[src/rtl/core101_pkg.sv]
// Shared Core101 definitions: tracker entry layout and default sizing
// for the forwarding/hazard unit.
package core101_pkg;

   localparam int DEF_NUM_STAGES = 3;
   localparam int DEF_LATE_STAGE = 2;
   localparam int DEF_ADDR_W     = 5;

   // One in-flight instruction as seen by the forwarding logic. The address
   // width is fixed here, so users of the entry must keep ADDR_W equal to
   // DEF_ADDR_W.
   typedef struct packed {
      logic                  valid;
      logic [DEF_ADDR_W-1:0] addr;
      logic                  late;
   } trk_entry_t;

endpackage

[src/rtl/fwd_hazard_unit_if.sv]
// ID-stage operand/destination bundle and forwarding results for
// fwd_hazard_unit. The master side drives ID information, and the slave side is
// the forwarding unit.
interface fwd_hazard_unit_if
   import core101_pkg::*;
#(
   parameter int NUM_SRC    = 2,
   parameter int NUM_STAGES = DEF_NUM_STAGES,
   parameter int ADDR_W     = DEF_ADDR_W
);
   logic [NUM_SRC*ADDR_W-1:0]     src_addr_in;
   logic [NUM_SRC-1:0]            src_valid_in;
   logic                          id_valid_in;
   logic [ADDR_W-1:0]             dst_addr_in;
   logic                          dst_we_in;
   logic                          dst_late_in;
   logic                          hold_in;
   logic                          flush_in;
   logic [NUM_SRC*NUM_STAGES-1:0] fwd_sel_out;
   logic                          stall_out;
   logic [31:0]                   stall_count_out;

   modport master (
      output src_addr_in, src_valid_in, id_valid_in, dst_addr_in,
             dst_we_in, dst_late_in, hold_in, flush_in,
      input  fwd_sel_out, stall_out, stall_count_out
   );

   modport slave (
      input  src_addr_in, src_valid_in, id_valid_in, dst_addr_in,
             dst_we_in, dst_late_in, hold_in, flush_in,
      output fwd_sel_out, stall_out, stall_count_out
   );
endinterface

[src/rtl/fwd_src_match.sv]
// Single-source comparator and priority encoder. It picks the youngest tracker
// that produces the source register and flags a load-use hazard when that
// producer's result is not forwardable yet.
module fwd_src_match
   import core101_pkg::*;
#(
   parameter int NUM_STAGES = DEF_NUM_STAGES,
   parameter int LATE_STAGE = DEF_LATE_STAGE,
   parameter int ADDR_W     = DEF_ADDR_W
) (
   input  logic [ADDR_W-1:0]                 i_src_addr,
   input  logic                              i_src_valid,
   input  trk_entry_t [NUM_STAGES-1:0]       i_trk,
   output logic [NUM_STAGES-1:0]             o_sel,
   output logic                              o_hazard
);

   logic [NUM_STAGES-1:0] w_match;
   logic                  w_found;

   // raw per-tracker address match; x0 never forwards
   always_comb begin
      w_match = '0;
      for (int k = 0; k < NUM_STAGES; k++) begin
         w_match[k] = i_src_valid && i_trk[k].valid &&
                      (i_trk[k].addr == i_src_addr) && (i_src_addr != '0);
      end
   end

   // lowest index wins: tracker 0 holds the youngest producer
   always_comb begin
      o_sel    = '0;
      o_hazard = 1'b0;
      w_found  = 1'b0;
      for (int k = 0; k < NUM_STAGES; k++) begin
         if (w_match[k] && !w_found) begin
            o_sel[k] = 1'b1;
            o_hazard = i_trk[k].late && (k < LATE_STAGE);
            w_found  = 1'b1;
         end
      end
   end

endmodule

[src/rtl/fwd_hazard_unit.sv]
// Core101 ID-stage forwarding and hazard unit. It shifts the destination of
// every issued instruction through a stage tracker. It also produces registered
// per-source forwarding selects and a combinational load-use stall.
// Optional feature macro: FWD_STALL_CNT_EN enables the stall-cycle counter.
module fwd_hazard_unit
   import core101_pkg::*;
#(
   parameter int NUM_SRC    = 2,
   parameter int NUM_STAGES = DEF_NUM_STAGES,
   parameter int ADDR_W     = DEF_ADDR_W,
   parameter int LATE_STAGE = DEF_LATE_STAGE
) (
   input logic              clock_in,
   input logic              reset_in,
   fwd_hazard_unit_if.slave bus
);

   trk_entry_t [NUM_STAGES-1:0]   r_trk;
   logic [NUM_SRC*NUM_STAGES-1:0] r_fwd_sel;
   logic [NUM_SRC*NUM_STAGES-1:0] w_sel;
   logic [NUM_SRC-1:0]            w_hazard;
   logic                          w_stall;

   for (genvar i = 0; i < NUM_SRC; i++) begin : g_src
      fwd_src_match #(
         .NUM_STAGES (NUM_STAGES),
         .LATE_STAGE (LATE_STAGE),
         .ADDR_W     (ADDR_W)
      ) u_match (
         .i_src_addr  (bus.src_addr_in[i*ADDR_W +: ADDR_W]),
         .i_src_valid (bus.src_valid_in[i]),
         .i_trk       (r_trk),
         .o_sel       (w_sel[i*NUM_STAGES +: NUM_STAGES]),
         .o_hazard    (w_hazard[i])
      );
   end

   // A flush squashes whatever ID holds, so it can never request a stall.
   assign w_stall = bus.id_valid_in & (|w_hazard) & ~bus.flush_in;

   // tracker shift and select capture; flush beats hold, hold beats advance
   always_ff @(posedge clock_in or posedge reset_in) begin
      if (reset_in) begin
         r_trk     <= '0;
         r_fwd_sel <= '0;
      end else if (bus.flush_in) begin
         for (int k = 0; k < NUM_STAGES; k++) begin
            r_trk[k].valid <= 1'b0;
         end
         r_fwd_sel <= '0;
      end else if (!bus.hold_in) begin
         r_trk[0].valid <= bus.id_valid_in & bus.dst_we_in &
                           (bus.dst_addr_in != '0) & ~w_stall;
         r_trk[0].addr  <= bus.dst_addr_in;
         r_trk[0].late  <= bus.dst_late_in;
         for (int k = 1; k < NUM_STAGES; k++) begin
            r_trk[k] <= r_trk[k-1];
         end
         r_fwd_sel <= (w_stall || !bus.id_valid_in) ? '0 : w_sel;
      end
   end

   assign bus.fwd_sel_out = r_fwd_sel;
   assign bus.stall_out   = w_stall;

`ifdef FWD_STALL_CNT_EN
   logic [31:0] r_stall_cnt;

   // count stall cycles that actually cost a pipeline slot; wraps naturally
   always_ff @(posedge clock_in or posedge reset_in) begin
      if (reset_in) begin
         r_stall_cnt <= '0;
      end else if (w_stall && !bus.hold_in) begin
         r_stall_cnt <= r_stall_cnt + 32'd1;
      end
   end

   assign bus.stall_count_out = r_stall_cnt;
`else
   assign bus.stall_count_out = '0;
`endif

endmodule
[src/flat_wrapper.sv]
// flat-port wrapper written by rule: the top's interface ports become plain ports
module fwd_hazard_unit_flat import core101_pkg::*;
#(
   parameter int NUM_SRC    = 2,
   parameter int NUM_STAGES = DEF_NUM_STAGES,
   parameter int ADDR_W     = DEF_ADDR_W,
   parameter int LATE_STAGE = DEF_LATE_STAGE
)
  (clock_in, reset_in, bus_src_addr_in, bus_src_valid_in, bus_id_valid_in, bus_dst_addr_in, bus_dst_we_in, bus_dst_late_in, bus_hold_in, bus_flush_in, bus_fwd_sel_out, bus_stall_out, bus_stall_count_out);
  fwd_hazard_unit_if #(.NUM_SRC(NUM_SRC), .NUM_STAGES(NUM_STAGES), .ADDR_W(ADDR_W)) bus_i ();
  input logic clock_in;
  input logic reset_in;
  input wire logic [$bits(bus_i.src_addr_in)-1:0] bus_src_addr_in;
  input wire logic [$bits(bus_i.src_valid_in)-1:0] bus_src_valid_in;
  input wire logic [$bits(bus_i.id_valid_in)-1:0] bus_id_valid_in;
  input wire logic [$bits(bus_i.dst_addr_in)-1:0] bus_dst_addr_in;
  input wire logic [$bits(bus_i.dst_we_in)-1:0] bus_dst_we_in;
  input wire logic [$bits(bus_i.dst_late_in)-1:0] bus_dst_late_in;
  input wire logic [$bits(bus_i.hold_in)-1:0] bus_hold_in;
  input wire logic [$bits(bus_i.flush_in)-1:0] bus_flush_in;
  output wire logic [$bits(bus_i.fwd_sel_out)-1:0] bus_fwd_sel_out;
  output wire logic [$bits(bus_i.stall_out)-1:0] bus_stall_out;
  output wire logic [$bits(bus_i.stall_count_out)-1:0] bus_stall_count_out;
  assign bus_i.src_addr_in = bus_src_addr_in;
  assign bus_i.src_valid_in = bus_src_valid_in;
  assign bus_i.id_valid_in = bus_id_valid_in;
  assign bus_i.dst_addr_in = bus_dst_addr_in;
  assign bus_i.dst_we_in = bus_dst_we_in;
  assign bus_i.dst_late_in = bus_dst_late_in;
  assign bus_i.hold_in = bus_hold_in;
  assign bus_i.flush_in = bus_flush_in;
  assign bus_fwd_sel_out = bus_i.fwd_sel_out;
  assign bus_stall_out = bus_i.stall_out;
  assign bus_stall_count_out = bus_i.stall_count_out;
  fwd_hazard_unit #(.NUM_SRC(NUM_SRC), .NUM_STAGES(NUM_STAGES), .ADDR_W(ADDR_W), .LATE_STAGE(LATE_STAGE)) u_core (.clock_in(clock_in), .reset_in(reset_in), .bus(bus_i));
endmodule
[config.mk]
export PLATFORM = sky130hd
export DESIGN_NAME = fwd_hazard_unit_flat
export DESIGN_NICKNAME = d
export VERILOG_FILES = /design/src/rtl/core101_pkg.sv /design/src/rtl/fwd_hazard_unit_if.sv /design/src/rtl/fwd_src_match.sv /design/src/rtl/fwd_hazard_unit.sv /design/src/flat_wrapper.sv
export SDC_FILE = /design/constraint.sdc
export NUM_CORES = 1
export LEC_CHECK = 0
export CELL_PAD_IN_SITES_DETAIL_PLACEMENT = 0
export CELL_PAD_IN_SITES_GLOBAL_PLACEMENT = 1
export CORE_MARGIN = 2
export CORE_UTILIZATION = 32
export CTS_CLUSTER_DIAMETER = 150
export CTS_CLUSTER_SIZE = 24
export DETAILED_ROUTE_END_ITERATION = 10
export MAX_ROUTING_LAYER = met4
export PLACE_DENSITY = 0.85
export SETUP_SLACK_MARGIN = 0.4
export SYNTH_ARGS = -nofsm -noshare
export SYNTH_HDL_FRONTEND = slang
export SYNTH_HIERARCHICAL = 1
export SYNTH_SLANG_ARGS = --single-unit
[constraint.sdc]
create_clock -name clock_in -period 5.18 [get_ports clock_in]
set_input_delay 1.554 -clock clock_in [delete_from_list [all_inputs] [get_ports clock_in]]
set_output_delay 1.554 -clock clock_in [all_outputs]
set_load 0.005 [all_outputs]
# == After elaboration in Yosys (flattened, before gate mapping) ==
# Index checks and enable logic that the tools add are counted.
# word_totals
ff_bits,27
output_inout_bits,39
# classes
eq_ne,7
bitwise_logic,8
n_reduce_logical,33
n_mux,21
# op_table
operator,count
equality test 5 bit,6
logical AND 1 bit,22
2-to-1 mux 21 bit,1
2-to-1 mux 6 bit,3
2-to-1 mux 1 bit,17
nonzero test 5 bit,3
AND 1 bit,5
logical NOT 1 bit,5
inverter 1 bit,3
"inequality test 2 x 1 -> 1 bit, second input constant",1
AND reduction 2 bit,1
OR reduction 2 bit,1
logical OR 1 bit,1

# == Longest topological paths before layout ==
# Gate-level depths: netlist of run 1.
# logic_depth
ltp_word,17
ltp_mapped,8

# == By module ==
# The synthesis of run 1 kept the hierarchy.
# modules_own_cells
module,area_per_inst_um2,cells_per_inst,n_inst
fwd_hazard_unit,1286.2,101,1
fwd_src_match,240.2,32,2

# == Least setup slack after synthesis of run 1 ==
# Ideal clock, no wire load.
# synth_path
path_type,input-to-output
startpoint,input port bus_src_addr_in[9]
endpoint,output port bus_stall_out
stages,6
t_arrival_ns,2.674
slack_ns,0.952
path_cell_list,xor2_1 nor4_1 and4_4 mux2_4 nor2_1 nor3b_1
# synth_between
elab_chain_len,13
word_cells_on_any_way,22
classes_between,3 x eq/ne; 5 x mux; 2 x bitwise; 12 x reduce/logical
# synth_rtl
item,line_no,source
from (decl),flat_wrapper.sv:13,input wire logic [$bits(bus_i.src_addr_in)-1:0] bus_src_addr_in;
equality test 5 bit,fwd_src_match.sv:26,(i_trk[k].addr == i_src_addr) && (i_src_addr != '0);
logical AND 1 bit,fwd_src_match.sv:25,w_match[k] = i_src_valid && i_trk[k].valid &&
logical AND 1 bit *,fwd_src_match.sv:26,
2-to-1 mux 1 bit *,--,
named net u_core.w_sel[3],fwd_hazard_unit.sv:20,logic [NUM_SRC*NUM_STAGES-1:0] w_sel;
logical NOT 1 bit,fwd_src_match.sv:36,if (w_match[k] && !w_found) begin
logical AND 1 bit,fwd_src_match.sv:36,
2-to-1 mux 1 bit,fwd_src_match.sv:36,
logical NOT 1 bit,fwd_src_match.sv:36,
logical AND 1 bit,fwd_src_match.sv:36,
2-to-1 mux 1 bit *,fwd_src_match.sv:36,
named net u_core.w_hazard[1],fwd_hazard_unit.sv:21,logic [NUM_SRC-1:0] w_hazard;
OR reduction 2 bit *,fwd_hazard_unit.sv:39,assign w_stall = bus.id_valid_in & (|w_hazard) & ~bus.flush_in;
AND 1 bit * (2 in series),fwd_hazard_unit.sv:39,
to (decl),flat_wrapper.sv:22,output wire logic [$bits(bus_i.stall_out)-1:0] bus_stall_out;
# The timed path passes the listed nets; every way through them passes the cells marked *.

# == Worst setup path after layout of run 1 ==
# layout_path
startpoint,input port bus_src_addr_in[6]
endpoint,output port bus_stall_out
# Same word-level chain as after synthesis.

==> results by group, run 1 <==
Run status
  – Outcome: finished, final reports clean

Synth
  – Synthesized area: 1730 um2
  – Syn. warnings: 6
  – Avg Cell Area, Syn: approximately 11 um2
  – Synth Instances: 163

Cells and area
  – Most frequent cells in the layout: 32 x conb_1, 32 x buf_4, 26 x dfrtp_1
  – Final core occ: 45.02%
  – Number of fill cells in the layout: approximately 470
  – Post-layout nets: around 250
  – Layout cells sized above 1: roughly 31%
  – ANT cells: 0
  – Syn-to-layout area delta: 34.56%
  – Design Area, Final: approximately 2300 um2

STA
  – Unrepaired setup endpoints after global routing: false
  – Tightest Pin Transition: 0.9810 ns
  – Fmax: between 200 and 250 MHz
  – Final period util: between 90% and 100%
  – Final hold vios: 0
  – Slew HR: 34.53%
  – Endpoints failing setup: 0
  – Minimum clock period: around 4.7 ns
  – Setup TNS: 0 ns
  – Post-route clock skew: ~0.0023 ns
  – Final Max Tran Viols: 0

Drt
  – Final ANT Viol Nets: 0
  – Mean routed wirelength per cell: between 10 and 15 um
  – Via count: roughly 1300
  – Initial DRC count: 80
  – TritonRoute pass-1 iters: 4
  – Drc violations: 0
  – Vias per Instance: roughly 4.5
  – Total wire length: a little under 4000 um

Worst setup path
  – Crit path DAT: 3.14 ns
  – CP Class: input port to output pin
  – Critical R2R Launch: u_core/r_trk[8]
  – Setup crit start: bus_src_addr_in[6]
  – Reg2Reg Depth: 20
  – Worst Path Max Fanout: 2
  – Kind of end point of the critical path: output pin
  – Worst EP required: 3.63 ns
  – Crit start category: input port

Hold path
  – Hold Path Stages: 1
  – Hold crit path type: flop to flop
  – Hold Crit Start: u_core/bus.fwd_sel_out[3]

Clock tree
  – Sink Count: 26
  – TritonCTS Buffers: 3
  – H-Tree Depth: 1
  – Clock Tree Buf Depth: 2
  – TritonCTS clock tree: done
  – Worst-skew pair later-pin latency: roughly 0.27 ns
  – CTS Root Cell: clkbuf_8
  – Clk slew on worst S/H paths: around 0.090 ns

Power and ir drop
  – Pwr/cell area: ~270 nW/um2
  – Worst vdd ir: 0.1363 mV
  – Pleak: 1.025 nW

GRT
  – Busiest layer in global routing: met2
  – Largest net degree at the start of global routing: 27
  – M1 GR Usage: between 10% and 20%
  – Vias in the first global route: 1213
  – First-pass GRT wire length: slightly above 6000 um
  – Met2 usage: a little over a fifth
  – Met3 usage: under 10%
  – Total GRT Usage: 13.71%
  – Initial antenna violation count: 0
  – Gr ovfl total: 0

Placed design
  – I/O Buffers: 30
  – RD Place Congestion: about 0.93
  – DP HPWL: 2833 um
  – Dpl cell area: 2077 um2

Floorplanning
  – Io pins: between 60 and 70
  – Die height: around 78 um
  – Initial Util: between 30% and 40%
  – Die X: 77.54 um
  – Core Rows: 26
  – Total Die Area: 6012 um2
  – Area of the core: roughly 5200 um2

Job
  – Max Cap Viol: 0
==> where the power goes <==
part	internal [mW]	switching (mW)	leakage [nW]	total, mW
clock network	0.103	0.0658	0.0357	0.169
logic	0.104	0.0686	0.663	0.172
registers	0.235	0.0465	0.326	0.281
==> worst max-delay path, cell delays in order <==
cell and delay [ns]:
dlygate4sd2_1 0.28, xor2_1 0.17, nor4_2 0.26, and4_4 0.27
mux2_4 0.31, nor2_4 0.12, nor3b_1 0.05, clkbuf_2 0.12
==> worst paths after layout <==
kind	to	slack (ns)
min in group asynchronous	u_core/r_trk[0]	1.80
max in group asynchronous	u_core/r_trk[18]	2.79
max reg2reg	u_core/bus.fwd_sel_out[2]	1.80
max	bus_stall_out	0.49
min reg2reg	u_core/bus.fwd_sel_out[3]	0.50
min	u_core/bus.fwd_sel_out[3]	0.50
==> timing repair <==
item / in CTS / in global routing
gates resized for setup: 25 / 5
pin swaps: 9 / 4
hold buffers: 0 / 0
endpoints found under the setup margin: 1 / 2
setup buffers: 18 / 1
==> state kept, by name (all words and copies together), names as in the netlist <==
register	cells
u_core/bus.fwd_sel_out	6
u_core/r_trk	20
==> layout make-up <==
type	count	area (um2)	area share, %
clock buffers	3	41.29	1.773
clock inverters	1	30.03	1.290
inverters	1	3.754	0.1612
multi-input cells	132	985.9	42.34
flip-flops and latches	26	650.6	27.94
well taps	70	87.58	3.761
repair buffers	63	529.3	22.73
==> stage by stage <==
| step | instances | power [mW] | hold WS, ns | setup slack [ns] |
|---|---|---|---|---|
| finish | 296 | 0.6227 | 0.5047 | 0.4864 |
| global route | 296 | 0.6504 | 0.5252 | 0.4300 |
| CTS | 295 | 0.6205 | 0.5123 | 0.4006 |
| detailed placement | 273 | 0.4226 | 0.4916 | -0.1660 |
| global placement | 273 | 0.4183 | 0.4859 | -0.1288 |
| floorplan | 194 | 0.3821 | 0.4894 | 0.9520 |
==> layer usage <==
layer  vias up  routed length (um)
li1        627                   -
met1       625                1733
met2        69                1887
met3         9                 206
met4         0                  86
met5         -                   0
Power figures use the tool's default switching activity.
==> run 2: changes to the inputs <==
- GPL_TIMING_DRIVEN: unset -> 0
==> results by group, run 2 (synthesized netlist as in run 1, its figures left out) <==
Hold path
  – Worst Hold End: u_core/bus.fwd_sel_out[0]
  – Hold Crit Start: u_core/bus.fwd_sel_out[0]
  – Hold crit path type: flop to flop
  – Hold Path Stages: 1

Placed design
  – RD Place Congestion: 0.8701
  – DP HPWL: about 2900 um
  – I/O Buffers: 30
  – Placed insts: 294
  – Dpl cell area: 2235 um2

Drt
  – TritonRoute pass-1 iters: 4
  – Drc violations: 0
  – Via count: about 1300
  – Mean routed wirelength per cell: ~12 um
  – Vias per Instance: approximately 4.3
  – Initial DRC count: 18
  – Final ANT Viol Nets: 0
  – Total wire length: approximately 3600 um

Worst setup path
  – Crit path DAT: ~3.1 ns
  – Slowest-stage cell, CP: dlygate4sd2_1
  – Critical R2R Launch: u_core/r_trk[4]
  – Most frequent CP cell: dlygate4sd2_1
  – Reg2Reg Depth: 8
  – Crit start category: input port
  – Kind of end point of the critical path: output pin
  – Worst EP required: roughly 3.6 ns
  – Internal reg-to-reg setup slack: ~3 ns
  – Terminus of the critical flop-to-flop path: u_core/r_trk[6]
  – Worst Path Max Fanout: 4
  – CP Class: input port to output pin
  – Cells along the critical path: dlygate4sd2_1 -> xnor2_1 -> nand4_1 -> nor4b_2 -> mux2_4 -> nor2_4 -> nor3b_2 -> dlygate4sd2_1
  – CP peak stage delay: ~0.30 ns

STA
  – Unrepaired setup endpoints after global routing: false
  – Final period util: 90.68%
  – Slew HR: 34.16%
  – Fmax: between 200 and 250 MHz
  – Final hold vios: 0
  – Tightest Pin Transition: between 0.9 and 1 ns
  – Final Max Tran Viols: 0
  – Post-route clock skew: roughly 0.0013 ns
  – Setup TNS: 0 ns
  – Minimum clock period: 4.697 ns
  – Endpoints failing setup: 0

GRT
  – Gr ovfl total: 0
  – Largest net degree at the start of global routing: 27
  – Busiest layer in global routing: met2
  – M1 GR Usage: approximately 17%
  – Total GRT Usage: around 12%
  – Initial antenna violation count: 0
  – Met2 usage: about a fifth
  – Met3 usage: 2.907%
  – First-pass GRT wire length: just under 6000 um
  – Vias in the first global route: between 1000 and 1500

Cells and area
  – Most frequent cells in the layout: 37 x buf_4, 32 x conb_1, 26 x dfrtp_1
  – Max reg flops: 20
  – Syn-to-layout area delta: 34.92%
  – Design Area, Final: roughly 2300 um2
  – Fin cells: about 300
  – Post-layout nets: 257
  – ANT cells: 0
  – Commonest non-fill, non-tap cell in the layout: buf_4
  – Layout cells sized above 1: 34.48%
  – Largest Register: u_core/r_trk
  – Final core occ: between 40% and 50%

Clock tree
  – CTS Root Cell: clkbuf_8
  – Worst-skew pair later-pin latency: 0.27 ns
  – TritonCTS Buffers: 3
  – Sink Count: 26
  – TritonCTS clock tree: done
  – Clk slew on worst S/H paths: around 0.09 ns
  – H-Tree Depth: 1
  – Clock Tree Buf Depth: 2

Power and ir drop
  – Pwr Total: between 0.6 and 0.7 mW
  – Worst vdd ir: 0.1622 mV
  – Pwr/cell area: 257.3 nW/um2
  – Pleak: 1.069 nW

Floorplanning
  – Core Rows: 26
  – Area of the core: slightly above 5000 um2
  – Initial Util: approximately 33%
  – Io pins: 63
  – Die height: between 70 and 80 um
  – Die X: roughly 78 um
  – Total Die Area: 6012 um2

Run status
  – Outcome: finished, final reports clean

Job
  – Max Cap Viol: 0
-- run 2: cell types whose count changed in the layout (fill, tap and decap cells not counted), moves of 2 or more --
cell           change
buf_2              +2
buf_4              +5
clkbuf_2           +4
dlygate4sd2_1      -6
-- run 2: final cells by class --
class                      count  area (um2)
buffer                        35       262.8
clock buffer                   3       41.29
clock inverter                 1       30.03
fill                         494        2838
inverter                       1       3.754
multi-input combinational    132       972.2
sequential                    26       650.6
tap                           70       87.58
timing repair buffer          34       286.5
-- run 2: worst max-delay path: cells and delay by family --
family	cells	cell delay, ns
xor+xnor	1	0.19
buf+inv	2	0.55
mux	1	0.20
simple gates	4	0.65
-- run 2: how the worst max path moves through the flow --
stage | startpoint | endpoint | slack, ns
2_1_floorplan | bus_src_addr_in[9] | bus_stall_out | 0.95
3_3_place_gp | bus_src_addr_in[4] | bus_stall_out | -0.15
3_5_place_dp | bus_src_addr_in[4] | bus_stall_out | -0.20
4_1_cts | bus_src_addr_in[1] | bus_stall_out | 0.40
5_1_grt | bus_src_addr_in[9] | bus_stall_out | 0.40
6_report | bus_src_addr_in[7] | bus_stall_out | 0.48
-- run 2: power by group --
part | total, mW | switching [mW] | internal (mW) | leakage (nW)
clock | 0.169 | 0.0653 | 0.103 | 0.0357
sequential | 0.278 | 0.0432 | 0.235 | 0.326
combinational | 0.154 | 0.0609 | 0.0932 | 0.708
total | 0.601 | 0.169 | 0.431 | 1.07
-- run 2: per-stage QoR --
step	setup WS (ns)	hold slack (ns)
3_5_place_dp	-0.2023	0.4867
5_1_grt	0.3967	0.5279
3_3_place_gp	-0.1502	0.4875
6_report	0.4827	0.5085
2_1_floorplan	0.9520	0.4894
4_1_cts	0.4007	0.5093
-- run 2: metal layers --
layer  wire length (um)  up-vias  part of all wire [%]
li1                   -      641                     -
met1               1750      598                    49
met2               1588       47                    44
met3                211        4                   5.9
met4                 23        0                  0.64
met5                  0        -                     0
-- run 2: repair_timing --
item | 4_1_cts | 5_1_grt
setup endpoints to repair | 1 | 1
cloned | 0 | 0
gates resized for setup | 27 | 15
buffers inserted | 3 | 1
hold buffers | 0 | 0
pin swaps | 7 | 8
==> run 3: changes to the inputs <==
- clock period: 5.18 -> 4.5 ns (I/O delays scaled with it)
==> results by group, run 3 (synthesized netlist as in run 1, its figures left out) <==
Placed design
  – Dpl cell area: between 2000 and 2500 um2
  – DP HPWL: 2891 um
  – I/O Buffers: 30
  – RD Place Congestion: between 0.8 and 0.9
  – Placed insts: just under 300

Power and ir drop
  – Pwr/cell area: roughly 300 nW/um2
  – Pwr Total: 0.7019 mW
  – Pleak: roughly 1.1 nW
  – Switching Fraction: about 29%
  – Net switching power: 0.2006 mW
  – Clock power frac: between 20% and 30%
  – Worst vdd ir: roughly 0.19 mV
  – Combinational share of power: 26.0%
  – Int Pwr: between 0.5 and 0.6 mW
  – Register share of total power: between 40% and 50%

Floorplanning
  – Core Rows: 26
  – Initial Util: between 30% and 40%
  – Die X: 77.54 um
  – Die height: 77.54 um
  – Total Die Area: 6012 um2
  – Area of the core: 5172 um2
  – Io pins: 63

Cells and area
  – Post-layout nets: 260
  – Layout cells sized above 1: between 30% and 40%
  – Final core occ: a little under half
  – Design Area, Final: approximately 2400 um2
  – ANT cells: 0
  – Commonest non-fill, non-tap cell in the layout: buf_4
  – Fin cells: 305
  – Max reg flops: 20
  – Largest Register: u_core/r_trk
  – Most frequent cells in the layout: 40 x buf_4, 32 x conb_1, 26 x dfrtp_1
  – Syn-to-layout area delta: 38.03%

GRT
  – Gr ovfl total: 0
  – Vias in the first global route: between 1000 and 1500
  – First-pass GRT wire length: about 6000 um
  – Initial antenna violation count: 0
  – Total GRT Usage: approximately 13%
  – Largest net degree at the start of global routing: 27

Worst setup path
  – Worst Path Max Fanout: 4
  – Reg2Reg Depth: 8
  – Terminus of the critical flop-to-flop path: u_core/r_trk[6]
  – Crit path DAT: between 2 and 3 ns
  – Setup crit start: bus_src_addr_in[1]
  – Internal reg-to-reg setup slack: between 2 and 2.5 ns
  – Most frequent CP cell: buf_2
  – Cells along the critical path: buf_2 -> xor2_1 -> nor4_2 -> and4_4 -> mux2_4 -> nor2_4 -> nor3b_2 -> buf_2
  – CP endpoint: bus_stall_out
  – CP peak stage delay: 0.31 ns
  – Slowest-stage cell, CP: mux2_4
  – CP Class: input port to output pin
  – Kind of end point of the critical path: output pin
  – Crit start category: input port
  – Critical R2R Launch: u_core/r_trk[4]
  – Worst EP required: between 3 and 4 ns

Drt
  – TritonRoute pass-1 iters: 4
  – Vias per Instance: 4.279
  – Drc violations: 0
  – Mean routed wirelength per cell: between 10 and 15 um
  – Via count: 1305
  – Initial DRC count: 33
  – Final ANT Viol Nets: 0
  – Total wire length: approximately 3700 um

STA
  – Final period util: around 90%
  – Unrepaired setup endpoints after global routing: true
  – Slew HR: between 30% and 40%
  – Tightest Pin Transition: slightly below 1 ns
  – Minimum clock period: approximately 4 ns
  – Endpoints failing setup: 0
  – Fmax: ~250 MHz
  – Final Max Tran Viols: 0
  – Post-route clock skew: 0.004813 ns
  – Final hold vios: 0

Job
  – Max Cap Viol: 0

Clock tree
  – TritonCTS clock tree: done
  – TritonCTS Buffers: 3
  – Clk slew on worst S/H paths: 0.10 ns
  – H-Tree Depth: 1
  – Worst-skew pair later-pin latency: 0.28 ns
  – Clock Tree Buf Depth: 2
  – CTS Root Cell: clkbuf_8
  – Sink Count: 26
  – Hold_buf cts: 0

Hold path
  – Hold crit path type: flop to flop

Run status
  – Outcome: finished, final reports clean
==> run 3: power by group through the flow <==
| stage | Clock [mW] | Sequential (mW) | Combinational, mW |
|---|---|---|---|
| 2_1_floorplan | 0 | 0.309 | 0.131 |
| 3_3_place_gp | 0 | 0.324 | 0.168 |
| 5_1_grt | 0.210 | 0.328 | 0.199 |
| 4_1_cts | 0.200 | 0.320 | 0.176 |
| 6_report | 0.198 | 0.322 | 0.182 |
| 3_5_place_dp | 0 | 0.325 | 0.173 |
==> run 3: how the worst min path moves through the flow <==
stage / start / to / slack [ns] / depth (start not counted)
after floorplan: u_core/bus.fwd_sel_out[0] / u_core/bus.fwd_sel_out[0] / 0.49 / 1
after global placement: u_core/bus.fwd_sel_out[4] / u_core/bus.fwd_sel_out[4] / 0.49 / 1
after detailed placement: u_core/bus.fwd_sel_out[0] / u_core/bus.fwd_sel_out[0] / 0.49 / 1
after CTS: u_core/bus.fwd_sel_out[2] / u_core/bus.fwd_sel_out[2] / 0.51 / 1
after global routing: u_core/bus.fwd_sel_out[2] / u_core/bus.fwd_sel_out[2] / 0.53 / 1
final: u_core/bus.fwd_sel_out[2] / u_core/bus.fwd_sel_out[2] / 0.51 / 1
==> run 3: repair_timing <==
| item | CTS | global route |
|---|---|---|
| pin swaps | 14 | 8 |
| gates resized for setup | 56 | 10 |
| setup endpoints to repair | 1 | 1 |
| buffers inserted | 4 | 3 |
==> run 3: per-stage QoR <==
step | hold slack (ns) | worst slack [ns] | TNS, ns
2_1_floorplan | 0.4894 | 0.6800 | 0
5_1_grt | 0.5279 | 0.3535 | 0
3_3_place_gp | 0.4875 | -0.4222 | -0.4222
3_5_place_dp | 0.4867 | -0.4743 | -0.4743
4_1_cts | 0.5093 | 0.4001 | 0
6_report | 0.5106 | 0.4413 | 0
==> run 3: worst max-delay path, delay by kind of cell <==
| family | cells | cell delay, ns |
|---|---|---|
| buffers and inverters | 2 | 0.28 |
| muxes | 1 | 0.31 |
| xor gates and xnor gates | 1 | 0.15 |
| and+or+nand+nor | 4 | 0.62 |
==> run 3: metal layers <==
layer	track usage [%]	part of all wire [%]	up-vias
met5	-	0	-
met3	2.907	6.1	2
met1	17.56	48	612
met2	19.04	45	50
met4	2.143	0.41	0
li1	-	-	641
==> run 3: layout make-up <==
type / count / area (um2)
buffer: 35 / 262.8
clock buffer: 3 / 41.29
clock inverter: 1 / 30.03
fill: 491 / 2784
inverter: 1 / 3.754
multi-input combinational: 132 / 989.7
sequential: 26 / 650.6
tap: 70 / 87.58
timing repair buffer: 37 / 322.8
